--- src/rtl/mem_ctrl.sv ---
// Byte-serial controller arbitrating IF fetches and MEM load/stores onto one 8-bit RAM port.
// Reads take len+2 cycles to done, writes len+1; requests are sampled only in IDLE.
`ifndef AluOpBus
`define AluOpBus 7:0
`endif

module mem_ctrl #(
    parameter int ADDR_WIDTH   = 32,
    parameter bit MEM_PRIORITY = 1'b1
) (
    input  logic                  clk,
    input  logic                  rst,
    input  logic                  if_req,
    input  logic [ADDR_WIDTH-1:0] if_addr,
    input  logic                  if_flush,
    output logic                  inst_done,
    output logic [31:0]           inst,
    input  logic [ADDR_WIDTH-1:0] mem_addr_i,
    input  logic [`AluOpBus]      mem_aluop_i,
    input  logic [31:0]           rt_data_i,
    output logic                  load_store_mem_ctrl_done,
    output logic [31:0]           rdata,
    output logic [ADDR_WIDTH-1:0] mem_a,
    output logic [7:0]            mem_dout,
    output logic                  mem_wr,
    input  logic [7:0]            mem_din
);

    localparam logic [`AluOpBus] EXE_LB_OP  = 8'b1110_0000;
    localparam logic [`AluOpBus] EXE_LH_OP  = 8'b1110_0001;
    localparam logic [`AluOpBus] EXE_LW_OP  = 8'b1110_0011;
    localparam logic [`AluOpBus] EXE_LBU_OP = 8'b1110_0100;
    localparam logic [`AluOpBus] EXE_LHU_OP = 8'b1110_0101;
    localparam logic [`AluOpBus] EXE_SB_OP  = 8'b1110_1000;
    localparam logic [`AluOpBus] EXE_SH_OP  = 8'b1110_1001;
    localparam logic [`AluOpBus] EXE_SW_OP  = 8'b1110_1011;

    localparam logic [1:0] IDLE = 2'd0;
    localparam logic [1:0] BUSY = 2'd1;
    localparam logic [1:0] DONE = 2'd2;

    logic [1:0]            state;
    logic [2:0]            cnt;
    logic [2:0]            len;
    logic                  owner_mem;
    logic                  is_wr;
    logic [ADDR_WIDTH-1:0] base;
    logic [31:0]           sdata;

    logic                  op_ls;
    logic                  op_wr;
    logic [2:0]            op_len;
    logic                  if_vld;
    logic                  grant_mem;
    logic                  flush_abort;
    logic [2:0]            nxt_cnt;
    logic [1:0]            lane;
    logic [ADDR_WIDTH-1:0] nxt_addr;

    always_comb begin
        op_ls  = 1'b1;
        op_wr  = 1'b0;
        op_len = 3'd4;
        case (mem_aluop_i)
            EXE_LB_OP, EXE_LBU_OP: op_len = 3'd1;
            EXE_LH_OP, EXE_LHU_OP: op_len = 3'd2;
            EXE_LW_OP:             op_len = 3'd4;
            EXE_SB_OP: begin op_wr = 1'b1; op_len = 3'd1; end
            EXE_SH_OP: begin op_wr = 1'b1; op_len = 3'd2; end
            EXE_SW_OP: begin op_wr = 1'b1; op_len = 3'd4; end
            default:               op_ls = 1'b0;
        endcase
    end

    assign if_vld      = if_req & ~if_flush;
    assign grant_mem   = op_ls & (MEM_PRIORITY | ~if_vld);
    assign flush_abort = (state == BUSY) & ~owner_mem & if_flush;
    assign nxt_cnt     = cnt + 3'd1;
    // At cnt=len the 2-bit wrap of len-1 still lands on the right lane (4 -> lane 3).
    assign lane        = cnt[1:0] - 2'd1;
    assign nxt_addr    = base + {{(ADDR_WIDTH-3){1'b0}}, nxt_cnt};

    assign inst_done                = (state == DONE) & ~owner_mem & ~if_flush;
    assign load_store_mem_ctrl_done = (state == DONE) & owner_mem;

    // RAM-side outputs are registered one step ahead so they are stable for the whole cycle.
    always_ff @(posedge clk or posedge rst) begin
        if (rst) begin
            state     <= IDLE;
            cnt       <= 3'd0;
            len       <= 3'd0;
            owner_mem <= 1'b0;
            is_wr     <= 1'b0;
            base      <= '0;
            sdata     <= 32'd0;
            mem_a     <= '0;
            mem_dout  <= 8'd0;
            mem_wr    <= 1'b0;
            rdata     <= 32'd0;
            inst      <= 32'd0;
        end else begin
            case (state)
                IDLE: begin
                    mem_wr <= 1'b0;
                    if (grant_mem || if_vld) begin
                        state     <= BUSY;
                        cnt       <= 3'd0;
                        owner_mem <= grant_mem;
                        base      <= grant_mem ? mem_addr_i : if_addr;
                        len       <= grant_mem ? op_len : 3'd4;
                        is_wr     <= grant_mem & op_wr;
                        sdata     <= rt_data_i;
                        mem_a     <= grant_mem ? mem_addr_i : if_addr;
                        mem_wr    <= grant_mem & op_wr;
                        mem_dout  <= rt_data_i[7:0];
                        if (grant_mem && !op_wr) begin
                            rdata <= 32'd0;
                        end
                    end
                end
                BUSY: begin
                    cnt <= nxt_cnt;
                    if (flush_abort) begin
                        state  <= IDLE;
                        mem_wr <= 1'b0;
                    end else if (is_wr) begin
                        if (nxt_cnt == len) begin
                            state  <= DONE;
                            mem_wr <= 1'b0;
                        end else begin
                            mem_a    <= nxt_addr;
                            mem_dout <= sdata[{nxt_cnt[1:0], 3'b000} +: 8];
                        end
                    end else begin
                        if (cnt != 3'd0) begin
                            if (owner_mem) begin
                                rdata[{lane, 3'b000} +: 8] <= mem_din;
                            end else begin
                                inst[{lane, 3'b000} +: 8] <= mem_din;
                            end
                        end
                        if (cnt == len) begin
                            state <= DONE;
                        end else if (nxt_cnt != len) begin
                            mem_a <= nxt_addr;
                        end
                    end
                end
                DONE: begin
                    state  <= IDLE;
                    mem_wr <= 1'b0;
                end
                default: state <= IDLE;
            endcase
        end
    end

endmodule

--- config.mk ---
export PLATFORM = sky130hd
export DESIGN_NAME = mem_ctrl
export DESIGN_NICKNAME = d
export VERILOG_FILES = /design/src/rtl/mem_ctrl.sv
export SDC_FILE = /design/constraint.sdc
export NUM_CORES = 1
export LEC_CHECK = 0
export ABC_CLOCK_PERIOD_IN_PS = 10100
export CORE_MARGIN = 5
export CORE_UTILIZATION = 54
export CTS_CLUSTER_DIAMETER = 100
export CTS_CLUSTER_SIZE = 24
export DETAILED_ROUTE_END_ITERATION = 8
export PLACE_DENSITY = 0.91
export SLEW_MARGIN = 10
export SYNTH_ARGS = -nofsm -noshare
export SYNTH_HDL_FRONTEND = slang
export SYNTH_SLANG_ARGS = --single-unit
--- constraint.sdc ---
create_clock -name clk -period 10.1 [get_ports clk]
set_clock_uncertainty 0.05 [all_clocks]
set_input_delay 2.02 -clock clk [delete_from_list [all_inputs] [get_ports clk]]
set_output_delay 2.02 -clock clk [all_outputs]
set_load 0.05 [all_outputs]
==> flow_summary.yaml, run 1 <==
critical_path:
  r2r_setup_slack_ns: 6.40
  end_kind: "output pin"
  critPathCapture: "inst_done"
  crit_required_ns: 8.03
  crit_arrival_ns: 3.67
  critical_path_class: "input pin to output pin"
  r2r-start: "cnt[0]"
  rr_worst_depth: 10
  r2r_end: "mem_a[26]"
  startpoint: "if_flush"
  crit_path_max_fanout: 5
  cp-start-kind: "input pin"
logic_synthesis:
  synth-adder-area-share: 0.02053
  yosys_warnings: 0
  synth_cells: 822
  synthXorXnorAreaFrac: 0.02418
  yosysSeqAreaShare: 0.5034
  ys_top_cells_by_count: "dfrtp_1 (179), nand2_1 (110), o21ai_0 (90)"
  synth_top_family_by_area: "compound AO/OA/AOI/OAI gates"
  post_synth.cell_area_avg_um2: 10.83
  synthesis.nets: 952
  ys_async_sr_fraction: 1.000
  synth.distinct_cells: 64
  synth.largest_area_cell: "dfrtp_1"
  synthTopCellsByArea: "dfrtp_1 (50%), mux2i_1 (6.1%), mux2_2 (6.1%)"
  synth_edf_count: 0
  muxShareOfSynthArea: 0.1417
  synth_compound_area_frac: 0.1617
  yosys.area_share.simple: 0.1187
  synth.top_cell.area_share: 0.5034
  synth-main-ff-cell: "dfrtp_1"
  synth_area_mm2: 0.008899
  yosysMostFrequentCell: "dfrtp_1"
  ys_seq_elements: 179
sta:
  slew_headroom: 0.3093
  rsz0062_at_grt: "no"
  max_freq_mhz: 174.3
  tns_ns: 0
  finalMaxSlewViolations: 0
  hold_viol: 0
  finalCritPeriodShare: 0.5681
  worstMarginPinSlew_ns: 1.036
  setup_ws_ns: 4.363
  finalCriticalPeriod_ns: 5.738
  setup_viol: 0
floorplan:
  initial_utilization: 0.5443
  core_area_mm2: 0.01635
  die_y_um: 138.4
  dieArea_mm2: 0.01915
  die_x_um: 138.4
  row_count: 47
  ios: 223
final_layout:
  layout-drive-gt1-share: 0.1092
  synthToLayoutAreaGrowth_pct: 33.34
  finalNetCount: 1152
  stdcell_area_mm2: 0.01187
  nFillCells: 1163
  multiInputGateArea_mm2: 0.004169
  final-seq-area_mm2: 0.004479
  n_antenna_cell: 0
  stdcell_count: 1255
global_routing:
  antenna_found_initial: 0
  gr-usage-all-layers: 0.2599
  grt_pass1_vias: 7659
  grt_overflow_total: 0
  grt_max_degree: 103
  grt_pass1_wl_um: 40260
outcome:
  outcome: "completed"
job:
  max_cap_viol_count: 0
routing:
  drtIter0Drc: 621
  wl_um: 25010
  drc_errors: 0
  vias: 7527
  routedWlPerCell_um: 19.93
  via_per_inst: 5.998
  dr.pass1.iters: 5
  postRouteAntennaNets: 0
clocking:
  cts_resized: 0
  clock_sinks: 179
  hold_buffers: 0
  max-clock-path-buffers: 2
  cts_root_buf: "clkbuf_16"
  cts-buffers-inserted: 17
  cts_tree: "yes"
  post_cts_buffers: 0
  htree_levels: 4
  path_clk_slew_ns: 0.07
  worstSkewPairLatency_ns: 0.43
placement:
  port_buffers: 222
  dp.cells: 1223
  gp_congestion: 0.9029
  hpwlAfterDp_um: 18000
  dpl_cell_area_mm2: 0.01128
  place_ws_ns: 4.374
power:
  ir_drop_v: 0.0001750
  p_leak_nw: 5.033
  power_density_mw_per_mm2: 314.9
min_path:
  worstHoldPathType: "flip-flop to flip-flop"
==> layer usage <==
layer / global-route usage / up-vias / routed length (um)
met5: 0 / - / 0
met4: 0.1206 / 0 / 991
met3: 0.05352 / 77 / 1772
met2: 0.4260 / 361 / 12230
met1: 0.3340 / 3675 / 10020
li1: - / 3414 / -
==> worst max-delay path, cell delays in order <==
cell and delay, ns:
clkdlybuf4s50_1 0.49, nor2_1 0.22, and2_1 0.15, clkdlybuf4s50_1 0.79
==> registers in the layout (all words and copies together) (netlist names), 2 cells and up <==
| signal | flops |
|---|---|
| inst | 32 |
| len | 3 |
| cnt | 3 |
| rdata | 32 |
| mem_dout | 8 |
| sdata | 32 |
| base | 32 |
| mem_a | 32 |
| state | 2 |
==> report_power, final <==
| part | switching [W] | leakage [nW] | total, W | internal [W] |
|---|---|---|---|---|
| Sequential | 0.000213 | 2.30 | 0.00120 | 0.000988 |
| Combinational | 0.00116 | 2.46 | 0.00188 | 0.000719 |
| Clock | 0.000288 | 0.279 | 0.000653 | 0.000365 |
| Total | 0.00166 | 5.03 | 0.00374 | 0.00207 |
==> worst min-delay path by stage <==
stage | cells after the start | from | slack, ns | endpoint
after floorplan | 2 | base[0] | 0.40 | base[0]
after detailed placement | 1 | mem_a[6] | 0.42 | mem_a[6]
after global routing | 2 | inst[28] | 0.45 | inst[28]
after global placement | 2 | inst[23] | 0.41 | inst[23]
final | 2 | mem_dout[2] | 0.43 | mem_dout[2]
after CTS | 2 | inst[11] | 0.44 | inst[11]
==> placed cells by master (no fill, tap or decap), types with 10 or more instances in the layout <==
| master | synthesis | routed |
|---|---|---|
| clkdlybuf4s50_1 | 0 | 222 |
| dfrtp_1 | 179 | 179 |
| nand2_1 | 110 | 110 |
| o21ai_0 | 90 | 89 |
| o31ai_1 | 55 | 55 |
| mux2i_1 | 54 | 54 |
| mux2_2 | 48 | 48 |
| nand3_1 | 17 | 17 |
| clkbuf_16 | 0 | 17 |
| inv_1 | 17 | 16 |
| a22o_1 | 16 | 16 |
| xnor2_1 | 15 | 15 |
| nor2_1 | 14 | 14 |
| ha_1 | 13 | 12 |
| nand2b_1 | 10 | 10 |
| nand4_1 | 10 | 10 |
==> logic make-up after synthesis <==
group / after synthesis
mux: 110
simple gates: 214
fa+ha+maj: 14
buf+inv: 67
flops: 179
compound gates: 215
xor+xnor: 23
==> layout make-up <==
cell class	instances	share of cell area
Sequential cell	179	0.3775
Multi-Input combinational cell	576	0.3514
Timing Repair Buffer	230	0.1923
Clock buffer	21	0.03965
Tap cell	220	0.02320
Clock inverter	11	0.009807
Inverter	18	0.006116
==> per-stage QoR <==
| step | utilization | total power (W) | hold slack (ns) |
|---|---|---|---|
| after floorplan | - | 0.002470 | 0.4038 |
| after global placement | 0.6899 | 0.003001 | 0.4097 |
| after detailed placement | 0.6899 | 0.003073 | 0.4196 |
| after CTS | 0.7258 | 0.003738 | 0.4354 |
| after global routing | 0.7258 | 0.003923 | 0.4501 |
| final | 0.7258 | 0.003736 | 0.4330 |
(Power assumes the default switching activity.)
==> run 2, diff against run 1 <==
--- a/config.mk
+++ b/config.mk
@@ -5,13 +5,13 @@
 export SDC_FILE = /design/constraint.sdc
 export NUM_CORES = 1
 export LEC_CHECK = 0
-export ABC_CLOCK_PERIOD_IN_PS = 10100
+export ABC_CLOCK_PERIOD_IN_PS = 4700
 export CORE_MARGIN = 5
-export CORE_UTILIZATION = 54
+export CORE_UTILIZATION = 45
 export CTS_CLUSTER_DIAMETER = 100
 export CTS_CLUSTER_SIZE = 24
 export DETAILED_ROUTE_END_ITERATION = 8
-export PLACE_DENSITY = 0.91
+export PLACE_DENSITY = 0.81
 export SLEW_MARGIN = 10
 export SYNTH_ARGS = -nofsm -noshare
 export SYNTH_HDL_FRONTEND = slang
==> constraint.sdc (replaced) <==
create_clock -name clk -period 4.7 [get_ports clk]
set_clock_uncertainty 0.05 [all_clocks]
set_input_delay 0.94 -clock clk [delete_from_list [all_inputs] [get_ports clk]]
set_output_delay 0.94 -clock clk [all_outputs]
set_load 0.05 [all_outputs]
==> run 2 against run 1 <==
Against the previous run: count of clock-buffer cells in the layout down 4; hold slack got worse by 0.0052 ns; wire length increased by 2.2%; global-route usage down 3.5 points; non-clock buffer count grew 4; sequential share of layout area shrank 0.39 points; combinational power increased by 110%; cell count up 3.9%; die area rose by 18%; critical path type unchanged; largest power group unchanged.
==> flow_summary.yaml, run 2 (synthesized netlist as in run 1, its figures left out) <==
sta:
  slew_headroom: 0.2988
  setup_viol: 0
  hold_viol: 0
  finalCritPeriodShare: 0.7703
  whs_ns: 0.4278
  worstMarginPinSlew_ns: 1.052
  max_freq_mhz: 276.2
  rsz0062_at_grt: "no"
  finalMaxSlewViolations: 0
  finalCriticalPeriod_ns: 3.620
  tns_ns: 0
final_layout:
  synthToLayoutAreaGrowth_pct: 34.72
  layout-drive-gt1-share: 0.1136
  final-seq-area_mm2: 0.004479
  layout_commonest_cell: "clkdlybuf4s50_1"
  layout_common_cells: "clkdlybuf4s50_1 (222), dfrtp_1 (179), nand2_1 (110), o21ai_0 (89), o31ai_1 (55)"
  n_antenna_cell: 0
  stdcell_count: 1304
  nFillCells: 1563
  finalNetCount: 1156
  multiInputGateArea_mm2: 0.004169
  stdcell_area_mm2: 0.01199
critical_path:
  crit_path_top_delay_cell: "clkdlybuf4s50_1"
  r2r-start: "cnt[0]"
  worst_path_largest_cell_delay_ns: 0.80
  critical_path_class: "input pin to output pin"
  crit_path_cell_trace: "clkdlybuf4s50_1 -> nor2_1 -> and2_1 -> clkdlybuf4s50_1"
  critPathBufInv: 2
  crit_required_ns: 3.71
  end_kind: "output pin"
  cp-start-kind: "input pin"
  cp_common_cell: "clkdlybuf4s50_1"
  crit_path_max_fanout: 5
  startpoint: "if_flush"
  critical_path.top_delay_family: "buffers and inverters"
  crit_arrival_ns: 2.63
floorplan:
  dieArea_mm2: 0.02269
  die_y_um: 150.6
  ios: 223
  die_x_um: 150.6
  core_area_mm2: 0.01946
  row_count: 51
  initial_utilization: 0.4572
global_routing:
  grt_pass1_wl_um: 39880
  antenna_found_initial: 1
  grt_overflow_total: 0
  grt_pass1_vias: 7414
  grt_max_degree: 92
  gr-usage-all-layers: 0.2252
clocking:
  cts_tree: "yes"
  cts-buffers-inserted: 17
  max-clock-path-buffers: 2
  worstSkewPairLatency_ns: 0.44
  cts_root_buf: "clkbuf_16"
  clock_sinks: 179
  htree_levels: 4
  post_cts_buffers: 0
  hold_buffers: 0
  path_clk_slew_ns: 0.07
  cts_resized: 0
power:
  p_int_w: 0.004398
  swShare: 0.4523
  p_seq_frac: 0.321
  p_leak_nw: 5.066
  pwr-share-clk: 0.176
  ir_drop_v: 0.0003603
  p_comb_frac: 0.503
  p_sw_w: 0.003632
  power_density_mw_per_mm2: 669.8
routing:
  drc_errors: 0
  drtIter0Drc: 554
  postRouteAntennaNets: 0
  routedWlPerCell_um: 19.60
  vias: 7408
  via_per_inst: 5.681
  dr.pass1.iters: 5
  wl_um: 25560
job:
  max_cap_viol_count: 0
placement:
  dp.cells: 1272
  hpwlAfterDp_um: 18340
  gp_congestion: 0.8812
  port_buffers: 222
  dpl_cell_area_mm2: 0.01140
min_path:
  worstHoldPathType: "flip-flop to flip-flop"
  worst_hold_startpoint: "mem_a[6]"
outcome:
  outcome: "completed"
-- run 2: worst register-to-register path, stage by stage, from the launching register on --
cell	delay, ns
dfrtp_1	0.48
ha_1	0.32
nand2b_1	0.16
nand2_1	0.14
ha_1	0.40
nand3_1	0.24
a211o_1	0.51
nor4_1	0.54
mux2i_1	0.16
o31ai_1	0.25
-- run 2: metrics by stage --
stage | setup WS [ns] | utilization | power, W
global placement | 0.9561 | 0.5858 | 0.006520
CTS | 1.067 | 0.6159 | 0.008056
global route | 0.9747 | 0.6159 | 0.008456
floorplan | 1.415 | - | 0.005308
detailed placement | 0.8896 | 0.5858 | 0.006620
finish | 1.080 | 0.6159 | 0.008029
-- run 2: power groups by stage --
stage               Combinational [W]  Clock, W  Sequential [W]
floorplan                     0.00190         0         0.00341
global placement              0.00396         0         0.00256
detailed placement            0.00403         0         0.00259
CTS                           0.00405   0.00143         0.00257
global route                  0.00432   0.00148         0.00265
finish                        0.00404   0.00141         0.00258
-- run 2: area by class of cell --
type	instances	area share
multi-input combinational	576	0.3478
clock inverter	15	0.01346
clock buffer	17	0.03549
sequential	179	0.3737
inverter	18	0.005949
tap	265	0.02766
timing repair buffer	234	0.1960
-- run 2: routing by layer --
metal  vias to the layer above  track usage  share of wire
li1                       3426            -              -
met1                      3658       0.3029           0.43
met2                       272       0.3667           0.49
met3                        50      0.04515          0.063
met4                         2      0.07570          0.024
met5                         -            0        0.00074
-- run 2: worst paths after layout --
path,endpoint,slack [ns],cells after the start
setup reg to reg,mem_a[31],1.35,9
max in group asynchronous,mem_a[20],2.71,3
min in group asynchronous,inst[4],0.99,2
setup / recovery,inst_done,1.08,4
hold reg to reg,mem_a[6],0.43,1
hold / removal,mem_a[6],0.43,1
==> run 3, diff against run 2 <==
--- a/config.mk
+++ b/config.mk
@@ -5,13 +5,13 @@
 export SDC_FILE = /design/constraint.sdc
 export NUM_CORES = 1
 export LEC_CHECK = 0
-export ABC_CLOCK_PERIOD_IN_PS = 4700
+export ABC_CLOCK_PERIOD_IN_PS = 3800
 export CORE_MARGIN = 5
-export CORE_UTILIZATION = 45
+export CORE_UTILIZATION = 50
 export CTS_CLUSTER_DIAMETER = 100
 export CTS_CLUSTER_SIZE = 24
 export DETAILED_ROUTE_END_ITERATION = 8
-export PLACE_DENSITY = 0.81
+export PLACE_DENSITY = 0.85
 export SLEW_MARGIN = 10
 export SYNTH_ARGS = -nofsm -noshare
 export SYNTH_HDL_FRONTEND = slang
==> constraint.sdc (replaced) <==
create_clock -name clk -period 3.8 [get_ports clk]
set_clock_uncertainty 0.05 [all_clocks]
set_input_delay 0.76 -clock clk [delete_from_list [all_inputs] [get_ports clk]]
set_output_delay 0.76 -clock clk [all_outputs]
set_load 0.05 [all_outputs]
==> run 3 against run 2 <==
Against the previous run: count of clock-buffer cells in the layout did not move; wire length is 1.2% lower; critical path depth up 5; critical endpoint is now mem_a[31].
==> flow_summary.yaml, run 3 (synthesized netlist as in run 1, its figures left out) <==
sta:
  rsz0062_at_grt: "no"
  slew_headroom: 0.2102
  tns_ns: 0
  finalCriticalPeriod_ns: 3.331
  finalCritPeriodShare: 0.8767
  finalMaxSlewViolations: 0
  hold_viol: 0
  setup_viol: 0
  worstMarginPinSlew_ns: 1.180
  max_freq_mhz: 300.2
global_routing:
  grt_overflow_total: 0
  grt_pass1_vias: 7542
  antenna_found_initial: 0
  grt_max_degree: 78
  gr-usage-all-layers: 0.2480
  grt_pass1_wl_um: 40290
routing:
  via_per_inst: 5.844
  postRouteAntennaNets: 0
  routedWlPerCell_um: 19.95
  drc_errors: 0
  dr.pass1.iters: 5
  drtIter0Drc: 587
  vias: 7399
  wl_um: 25250
floorplan:
  dieArea_mm2: 0.02057
  die_y_um: 143.4
  row_count: 48
  ios: 223
  die_x_um: 143.4
  initial_utilization: 0.5127
  core_area_mm2: 0.01736
critical_path:
  crit_path_top_delay_cell: "nor4_1"
  crit_path_cell_trace: "ha_1 -> nand2b_1 -> nand2_1 -> ha_1 -> nand3_1 -> a211o_1 -> nor4_1 -> mux2i_1 -> o31ai_1"
  crit_path_max_fanout: 11
  worst_path_largest_cell_delay_ns: 0.56
  cp-start-kind: "flip-flop"
  critical_path.top_delay_family: "simple AND/OR/NAND/NOR gates"
  end_kind: "flip-flop"
  crit_arrival_ns: 3.62
  cp_common_cell: "ha_1"
  crit_required_ns: 4.09
  critPathBufInv: 0
  critical_path_class: "flip-flop to flip-flop"
final_layout:
  layout_common_cells: "clkdlybuf4s50_1 (222), dfrtp_1 (179), nand2_1 (110), o21ai_0 (89), o31ai_1 (55)"
  utilization: 0.6872
  finalNetCount: 1159
  nFillCells: 1321
  n_antenna_cell: 0
  layout-drive-gt1-share: 0.1153
  layout_commonest_cell: "clkdlybuf4s50_1"
  stdcell_area_mm2: 0.01193
  synthToLayoutAreaGrowth_pct: 34.04
clocking:
  cts_root_buf: "clkbuf_16"
  post_cts_buffers: 0
  max-clock-path-buffers: 2
  cts_tree: "yes"
  worstSkewPairLatency_ns: 0.43
  clock_sinks: 179
  cts_resized: 0
  cts-buffers-inserted: 17
  path_clk_slew_ns: 0.07
  htree_levels: 4
  hold_buffers: 0
outcome:
  outcome: "completed"
job:
  max_cap_viol_count: 0
placement:
  port_buffers: 222
  dpl_cell_area_mm2: 0.01137
  gp_congestion: 0.8986
  hpwlAfterDp_um: 18360
min_path:
  worstHoldPathType: "flip-flop to flip-flop"
power:
  p_leak_nw: 5.071
  ir_drop_v: 0.0005297
  power_density_mw_per_mm2: 830.0
  p_total_w: 0.009900
-- run 3: cell types whose count changed in the layout (fill, tap and decap cells not counted), sizes merged --
| cell | change |
|---|---|
| buf | +3 |
| inv | -3 |
| bufinv | +1 |
| clkinv | +1 |
-- run 3: metrics by stage --
stage / instances / worst slack (ns) / hold slack [ns]
CTS: 1266 / 0.4863 / 0.4323
finish: 1266 / 0.4685 / 0.4313
global route: 1266 / 0.2536 / 0.4504
global placement: 1235 / 0.3722 / 0.4106
detailed placement: 1235 / 0.2165 / 0.4199
floorplan: 822 / 0.6954 / 0.4038
-- run 3: worst paths after layout --
kind	from	to	slack, ns	depth (start not counted)
hold reg to reg	inst[13]	inst[13]	0.43	2
min in group asynchronous	rst	inst[6]	0.56	2
hold / removal	inst[13]	inst[13]	0.43	2
setup reg to reg	cnt[0]	mem_a[31]	0.47	9
max in group asynchronous	rst	rdata[18]	2.34	3
setup / recovery	cnt[0]	mem_a[31]	0.47	9
-- run 3: report_power, final --
part           leakage [nW]  internal [W]  switching (W)
Combinational          2.50       0.00194        0.00310
Sequential             2.30       0.00262       0.000551
Clock                 0.272      0.000909       0.000782
-- run 3: worst min-delay path: stages, from the launching register on --
cell	delay, ns
dfrtp_1	0.35
nand2_1	0.05
o31ai_1	0.05
-- run 3: routing by layer --
metal / GRT usage / share of wire / wire [um]
met5: 0 / 0 / 0
met4: 0.08622 / 0.029 / 720
met3: 0.05923 / 0.067 / 1682
met1: 0.3421 / 0.43 / 10780
met2: 0.3872 / 0.48 / 12070
-- run 3: layout make-up --
cell class / count / area (um^2) / share of cell area
Sequential cell: 179 / 4479 / 0.3755
Inverter: 18 / 71.32 / 0.005979
Multi-Input combinational cell: 576 / 4169 / 0.3495
Timing Repair Buffer: 237 / 2372 / 0.1989
Clock buffer: 17 / 425.4 / 0.03567
Tap cell: 225 / 281.5 / 0.02360
Clock inverter: 14 / 128.9 / 0.01080
